## src/rtl/icache_ctrl.sv

```systemverilog
// icache_ctrl: direct-mapped instruction cache responder with beat-wise line refill
package mmm_pkg;
  localparam int XLEN = 32;
  localparam int ICACHE_LINE_W = 128;
  localparam int ICACHE_OFFSET = $clog2(ICACHE_LINE_W / 8);
  typedef struct packed {
    logic [ICACHE_LINE_W-1:0] line;
    logic [XLEN-1:0]          pc;
  } icache_out_t;
endpackage

module icache_ctrl
  import mmm_pkg::*;
#(
  parameter int LINE_W = 128,
  parameter int N_SETS = 16,
  parameter int MEM_W  = 32
) (
  input  logic              clk_i,
  input  logic              rst_n_i,
  input  logic              flush_i,
  input  logic              invalidate_i,
  input  logic              read_req_i,
  input  logic [XLEN-1:0]   addr_i,
  output logic              read_done_o,
  output icache_out_t       cache_out_o,
  output logic              busy_o,
  output logic              mem_req_valid_o,
  input  logic              mem_req_ready_i,
  output logic [XLEN-1:0]   mem_addr_o,
  input  logic              mem_resp_valid_i,
  input  logic [MEM_W-1:0]  mem_resp_data_i
);
  localparam int BEATS = LINE_W / MEM_W;
  localparam int OW = $clog2(LINE_W / 8);
  localparam int IW = $clog2(N_SETS);
  localparam int TW = XLEN - OW - IW;
  localparam int CW = BEATS > 1 ? $clog2(BEATS) : 1;
  typedef enum logic [2:0] {IDLE, LOOKUP, MEM_REQ, REFILL, DONE} state_e;
  state_e state_q, state_d;
  logic [XLEN-1:0] addr_q, addr_d;
  logic [LINE_W-1:0] buf_q, buf_d;
  logic [CW-1:0] cnt_q, cnt_d;
  logic discard_q, discard_d, inv_pend_q, inv_pend_d;
  logic [N_SETS-1:0] valid_q, valid_d;
  icache_out_t out_q, out_d;
  logic [TW-1:0] tag_mem [N_SETS];
  logic [LINE_W-1:0] data_mem [N_SETS];
  logic [IW-1:0] idx;
  logic [TW-1:0] tag;
  logic hit, last, inv_now;
  assign idx = addr_q[OW +: IW];
  assign tag = addr_q[XLEN-1 -: TW];
  assign hit = valid_q[idx] && tag_mem[idx] == tag;
  assign last = state_q == REFILL && mem_resp_valid_i && cnt_q == CW'(BEATS - 1);
  assign inv_now = state_q == IDLE && (invalidate_i || inv_pend_q);
  always_ff @(posedge clk_i) begin
    if (!rst_n_i) begin
      state_q    <= IDLE;
      addr_q     <= '0;
      buf_q      <= '0;
      cnt_q      <= '0;
      discard_q  <= 1'b0;
      inv_pend_q <= 1'b0;
      valid_q    <= '0;
      out_q      <= '0;
    end else begin
      state_q    <= state_d;
      addr_q     <= addr_d;
      buf_q      <= buf_d;
      cnt_q      <= cnt_d;
      discard_q  <= discard_d;
      inv_pend_q <= inv_pend_d;
      valid_q    <= valid_d;
      out_q      <= out_d;
    end
  end
  // Array contents need no reset; the valid bits gate every hit.
  always_ff @(posedge clk_i) begin
    if (rst_n_i && last) begin
      data_mem[idx] <= buf_d;
      tag_mem[idx]  <= tag;
    end
  end
  always_comb begin
    state_d = state_q;
    case (state_q)
      IDLE:    state_d = read_req_i && !flush_i ? LOOKUP : IDLE;
      LOOKUP:  state_d = flush_i ? IDLE : hit ? DONE : MEM_REQ;
      MEM_REQ: state_d = mem_req_ready_i ? REFILL : flush_i ? IDLE : MEM_REQ;
      REFILL:  state_d = !last ? REFILL : (discard_q || flush_i) ? IDLE : DONE;
      DONE:    state_d = IDLE;
      default: state_d = IDLE;
    endcase
  end
  always_comb begin
    addr_d = state_q == IDLE && read_req_i && !flush_i ? addr_i & ~XLEN'(LINE_W / 8 - 1) : addr_q;
    buf_d = buf_q;
    if (state_q == REFILL && mem_resp_valid_i) buf_d[cnt_q * MEM_W +: MEM_W] = mem_resp_data_i;
    cnt_d = state_q == MEM_REQ ? '0 : state_q == REFILL && mem_resp_valid_i ? (last ? '0 : cnt_q + 1'b1) : cnt_q;
    discard_d = state_q == MEM_REQ ? flush_i : state_q == REFILL ? discard_q || flush_i : 1'b0;
    inv_pend_d = state_q != IDLE && (inv_pend_q || invalidate_i);
    valid_d = valid_q;
    if (inv_now) valid_d = '0;
    else if (last) valid_d[idx] = 1'b1;
    out_d = out_q;
    if (state_d == DONE) begin
      out_d.line = state_q == LOOKUP ? data_mem[idx] : buf_d;
      out_d.pc   = addr_q;
    end
  end
  always_comb begin
    busy_o          = state_q != IDLE;
    mem_req_valid_o = state_q == MEM_REQ;
    read_done_o     = state_q == DONE && !flush_i;
    mem_addr_o      = addr_q;
    cache_out_o     = out_q;
  end
endmodule

```

## config.mk

```make
export PLATFORM = sky130hd
export DESIGN_NAME = icache_ctrl
export DESIGN_NICKNAME = d
export VERILOG_FILES = /design/src/rtl/icache_ctrl.sv
export SDC_FILE = /design/constraint.sdc
export NUM_CORES = 2
export LEC_CHECK = 0
export CAP_MARGIN = 25
export CORE_MARGIN = 2
export CORE_UTILIZATION = 35
export DETAILED_ROUTE_END_ITERATION = 12
export PLACE_DENSITY = 0.52
export SLEW_MARGIN = 20
export SYNTH_ARGS = -nofsm -noshare
export SYNTH_HDL_FRONTEND = slang
export SYNTH_SLANG_ARGS = --single-unit
export TNS_END_PERCENT = 5
```

## constraint.sdc

```tcl
create_clock -name clk_i -period 34.1 [get_ports clk_i]
set_clock_uncertainty 0.15 [all_clocks]
set_input_delay 8.525 -clock clk_i [delete_from_list [all_inputs] [get_ports clk_i]]
set_output_delay 8.525 -clock clk_i [all_outputs]
set_load 0.005 [all_outputs]
```

==> reports/metrics.csv <==
metric,value,unit
clock_power_share,46.0,%
pwr-share-seq,51.5,%
finalSetupTns,0,ns
avgSynthCellArea,19.77,um2
global_placement_routability_congestion,0.7180,
dp_cells,9464,
top_layer,met5,
relSlewSlack,27.07,%
holdBufCountCts,0,
clock_path_buffers,4,
wl_met3,16820,um
post-route-min-period,18.82,ns
start_util,35.19,%
critPathRequiredTime,25.42,ns
peakVddDrop,0.03534,mV
port_buffers,253,
synth-seq-cells,2771,
grt_overflow_total,0,
rsz0062_at_grt,false,
drcViolationCount,0,
pin_slew_with_the_least_headroom_to_its_limit,1.083,ns
final_wirelength,290900,um
dp_hpwl,150000,um
final-instance-count-excl-fill,10040,
route.layer.met1.wl,127800,um
ctsRootBufferMaster,sky130_fd_sc_hd__clkbuf_16,
worst_setup_path_start_kind,primary input,
finalNetCount,5876,
ys.flop_type,sky130_fd_sc_hd__edfxtp_1,
hp-class,register to register,
hold_depth,2,
power.internal,0.005612,W
hold_path_end,cache_out_o[130]$_SDFFE_PN0N_,
core-area,303000,um2
number_of_enable_flip_flop_cells_after_synthesis,2432,
post-cts-setup-buffers,0,
tritoncts,done,
grt_first_pass_wirelength,413300,um
syn_to_final_growth,16.82,%
timing.final.hold_violations,0,
cp.arrival,10.15,ns
via_count,54170,
drt_pass1_iterations,7,
r2r-end,cache_out_o[104]$_SDFFE_PN0N_,
finalSetupViolCount,0,
dr.first_iter.drc_count,5365,
syn-instance-count,5394,
antenna_violations_before_repair,20,
pin_count_of_the_biggest_net_entering_global_routing,143,
path_max_fanout,8,
reg2reg_slack,28.20,ns
clk-insertion-delay-late,0.91,ns
startpoint_of_the_tightest_hold_check_path,cache_out_o[130]$_SDFFE_PN0N_,
post_route_cells_drive_above_1_share,22.92,%
cts_sinks,2771,
timing_max_transition_violations_final,0,
cts_repair_resize_count,0,
outcome,"complete, no violations",
timing_worst_setup_path_type,primary input to output port,
antenna_left,0,
sequential_fraction_of_the_synthesis_area,74.85,%
row_count,202,
clkSlewWorstSetupHoldPaths,0.05,ns
yosys_warnings,0,
timing.max_cap.violations,0,
wl_per_cell,28.97,um
design.die.area,309100,um2
synth_area,106600,um2
pwr_density_cell,56.94,nW/um2
crit_path_end_kind,output port,
fin_crit_sh,55.19,%
leakagePower,42.59,nW
groute.usage.overall,18.59,%
grt_pass1_vias,55070,
die_x,556.0,um
reg2regPathDepth,13,
max_freq,0.05313,GHz
p_comb_share,2.4,%
num_io_pins,266,
cts-buffers-inserted,306,
die_height,556.0,um
yosys.cell_types.count,61,
clock_tree.htree_level_count,5,
ffs_w_async_s_r_synth,0,%
wl_met2,139600,um
detail_route.vias_per_cell,5.395,
power_switching,0.001480,W
switching_share,20.87,%
## state kept, by name (all words and copies together), names as in the netlist, named ones only
signal and count:
buf_q 128, data_mem 2048, valid_q 16, cache_out_o 156, inv_pend_q 1, cnt_q 2
discard_q 1, state_q 3, tag_mem 384, mem_addr_o 28
## routing by layer
metal	up-vias	GRT usage, %
met5	-	0
met4	4	4.683
met3	358	2.668
met2	1696	30.29
met1	29470	26.22
li1	22650	-
## power groups by stage
stage	Clock, W	Combinational [W]	Sequential, W
after floorplan	0	0.000104	0.00372
after CTS	0.00333	0.000176	0.00366
after global placement	0	0.000174	0.00373
final	0.00326	0.000172	0.00366
after global routing	0.00346	0.000183	0.00366
after detailed placement	0	0.000175	0.00373
## worst max path at each step
stage | startpoint | to | slack [ns]
after floorplan | flush_i | read_done_o | 16.40
after global placement | flush_i | read_done_o | 15.29
after detailed placement | flush_i | read_done_o | 15.31
after CTS | flush_i | read_done_o | 15.30
after global routing | flush_i | read_done_o | 15.24
final | flush_i | read_done_o | 15.28
## layout by cell type (no fill, tap or decap), types with 24 or more instances in the layout
| master | n |
|---|---|
| sky130_fd_sc_hd__a21boi_0 | 28 |
| sky130_fd_sc_hd__a21oi_1 | 84 |
| sky130_fd_sc_hd__a22o_1 | 67 |
| sky130_fd_sc_hd__a32oi_1 | 32 |
| sky130_fd_sc_hd__and2_1 | 68 |
| sky130_fd_sc_hd__and3_1 | 68 |
| sky130_fd_sc_hd__buf_4 | 151 |
| sky130_fd_sc_hd__clkbuf_1 | 101 |
| sky130_fd_sc_hd__clkbuf_16 | 312 |
| sky130_fd_sc_hd__clkbuf_8 | 29 |
| sky130_fd_sc_hd__clkdlybuf4s50_1 | 252 |
| sky130_fd_sc_hd__clkinv_1 | 39 |
| sky130_fd_sc_hd__clkinv_2 | 33 |
| sky130_fd_sc_hd__dfxtp_1 | 331 |
| sky130_fd_sc_hd__edfxtp_1 | 2432 |
| sky130_fd_sc_hd__inv_1 | 101 |
| sky130_fd_sc_hd__mux2_2 | 53 |
| sky130_fd_sc_hd__mux2i_1 | 209 |
| sky130_fd_sc_hd__mux4_2 | 680 |
| sky130_fd_sc_hd__nand2_1 | 388 |
| sky130_fd_sc_hd__nor2_1 | 35 |
| sky130_fd_sc_hd__nor2b_1 | 77 |
| sky130_fd_sc_hd__o211a_1 | 32 |
| sky130_fd_sc_hd__o21ai_0 | 71 |
| sky130_fd_sc_hd__o21ai_1 | 80 |
| sky130_fd_sc_hd__o22ai_1 | 24 |
## cell families after synthesis
family / Yosys count / synth area share (%)
other cells: 1 / 0.003517
fa+ha+maj: 5 / 0.05867
mux: 946 / 16.93
compound gates: 485 / 3.043
xor+xnor: 28 / 0.2300
buf+inv: 440 / 1.707
simple gates: 718 / 3.179
flops: 2771 / 74.85
## cell usage after synthesis, types with 36 or more instances
cell type	number	area share, %
sky130_fd_sc_hd__and2_1	68	0.40
sky130_fd_sc_hd__o21ai_1	61	0.29
sky130_fd_sc_hd__nor2b_1	77	0.45
sky130_fd_sc_hd__and3_1	69	0.40
sky130_fd_sc_hd__clkbuf_1	221	0.78
sky130_fd_sc_hd__edfxtp_1	2432	68
sky130_fd_sc_hd__a21oi_1	84	0.39
sky130_fd_sc_hd__mux2_2	53	0.56
sky130_fd_sc_hd__mux4_2	680	14
sky130_fd_sc_hd__nor2_1	52	0.18
sky130_fd_sc_hd__dfxtp_1	339	6.4
sky130_fd_sc_hd__mux2i_1	209	2.0
sky130_fd_sc_hd__buf_2	36	0.17
sky130_fd_sc_hd__o21ai_0	105	0.49
sky130_fd_sc_hd__a22o_1	67	0.55
sky130_fd_sc_hd__buf_1	56	0.20
sky130_fd_sc_hd__inv_1	101	0.36
sky130_fd_sc_hd__nand2_1	391	1.4
## critical path, cell delays in order
cell and delay, ns:
sky130_fd_sc_hd__clkdlybuf4s50_1 0.40, sky130_fd_sc_hd__buf_4 0.21, sky130_fd_sc_hd__nor4b_1 0.36, sky130_fd_sc_hd__clkdlybuf4s50_1 0.61
## per-stage QoR
step / util, % / setup WS [ns] / hold WS, ns / power (W) / area [um2]
detailed placement: 37.78 / 15.31 / 0.2981 / 0.003903 / 114500
global route: 41.10 / 15.24 / 0.3238 / 0.007298 / 124500
finish: 41.11 / 15.28 / 0.3055 / 0.007092 / 124600
CTS: 41.06 / 15.30 / 0.3110 / 0.007166 / 124400
global placement: 37.73 / 15.29 / 0.2945 / 0.003902 / 114300
floorplan: - / 16.40 / 0.2815 / 0.003825 / 106700
## layout make-up
class,instances,area (um2)
Fill cell,26700,178500
Sequential cell,2771,79840
Multi-Input combinational cell,2190,25260
Clock buffer,442,8586
Tap cell,3978,4977
Timing Repair Buffer,429,4159
Clock inverter,117,1335
Inverter,102,382.9
Antenna cell,12,30.03
Power figures use the tool's default switching activity.
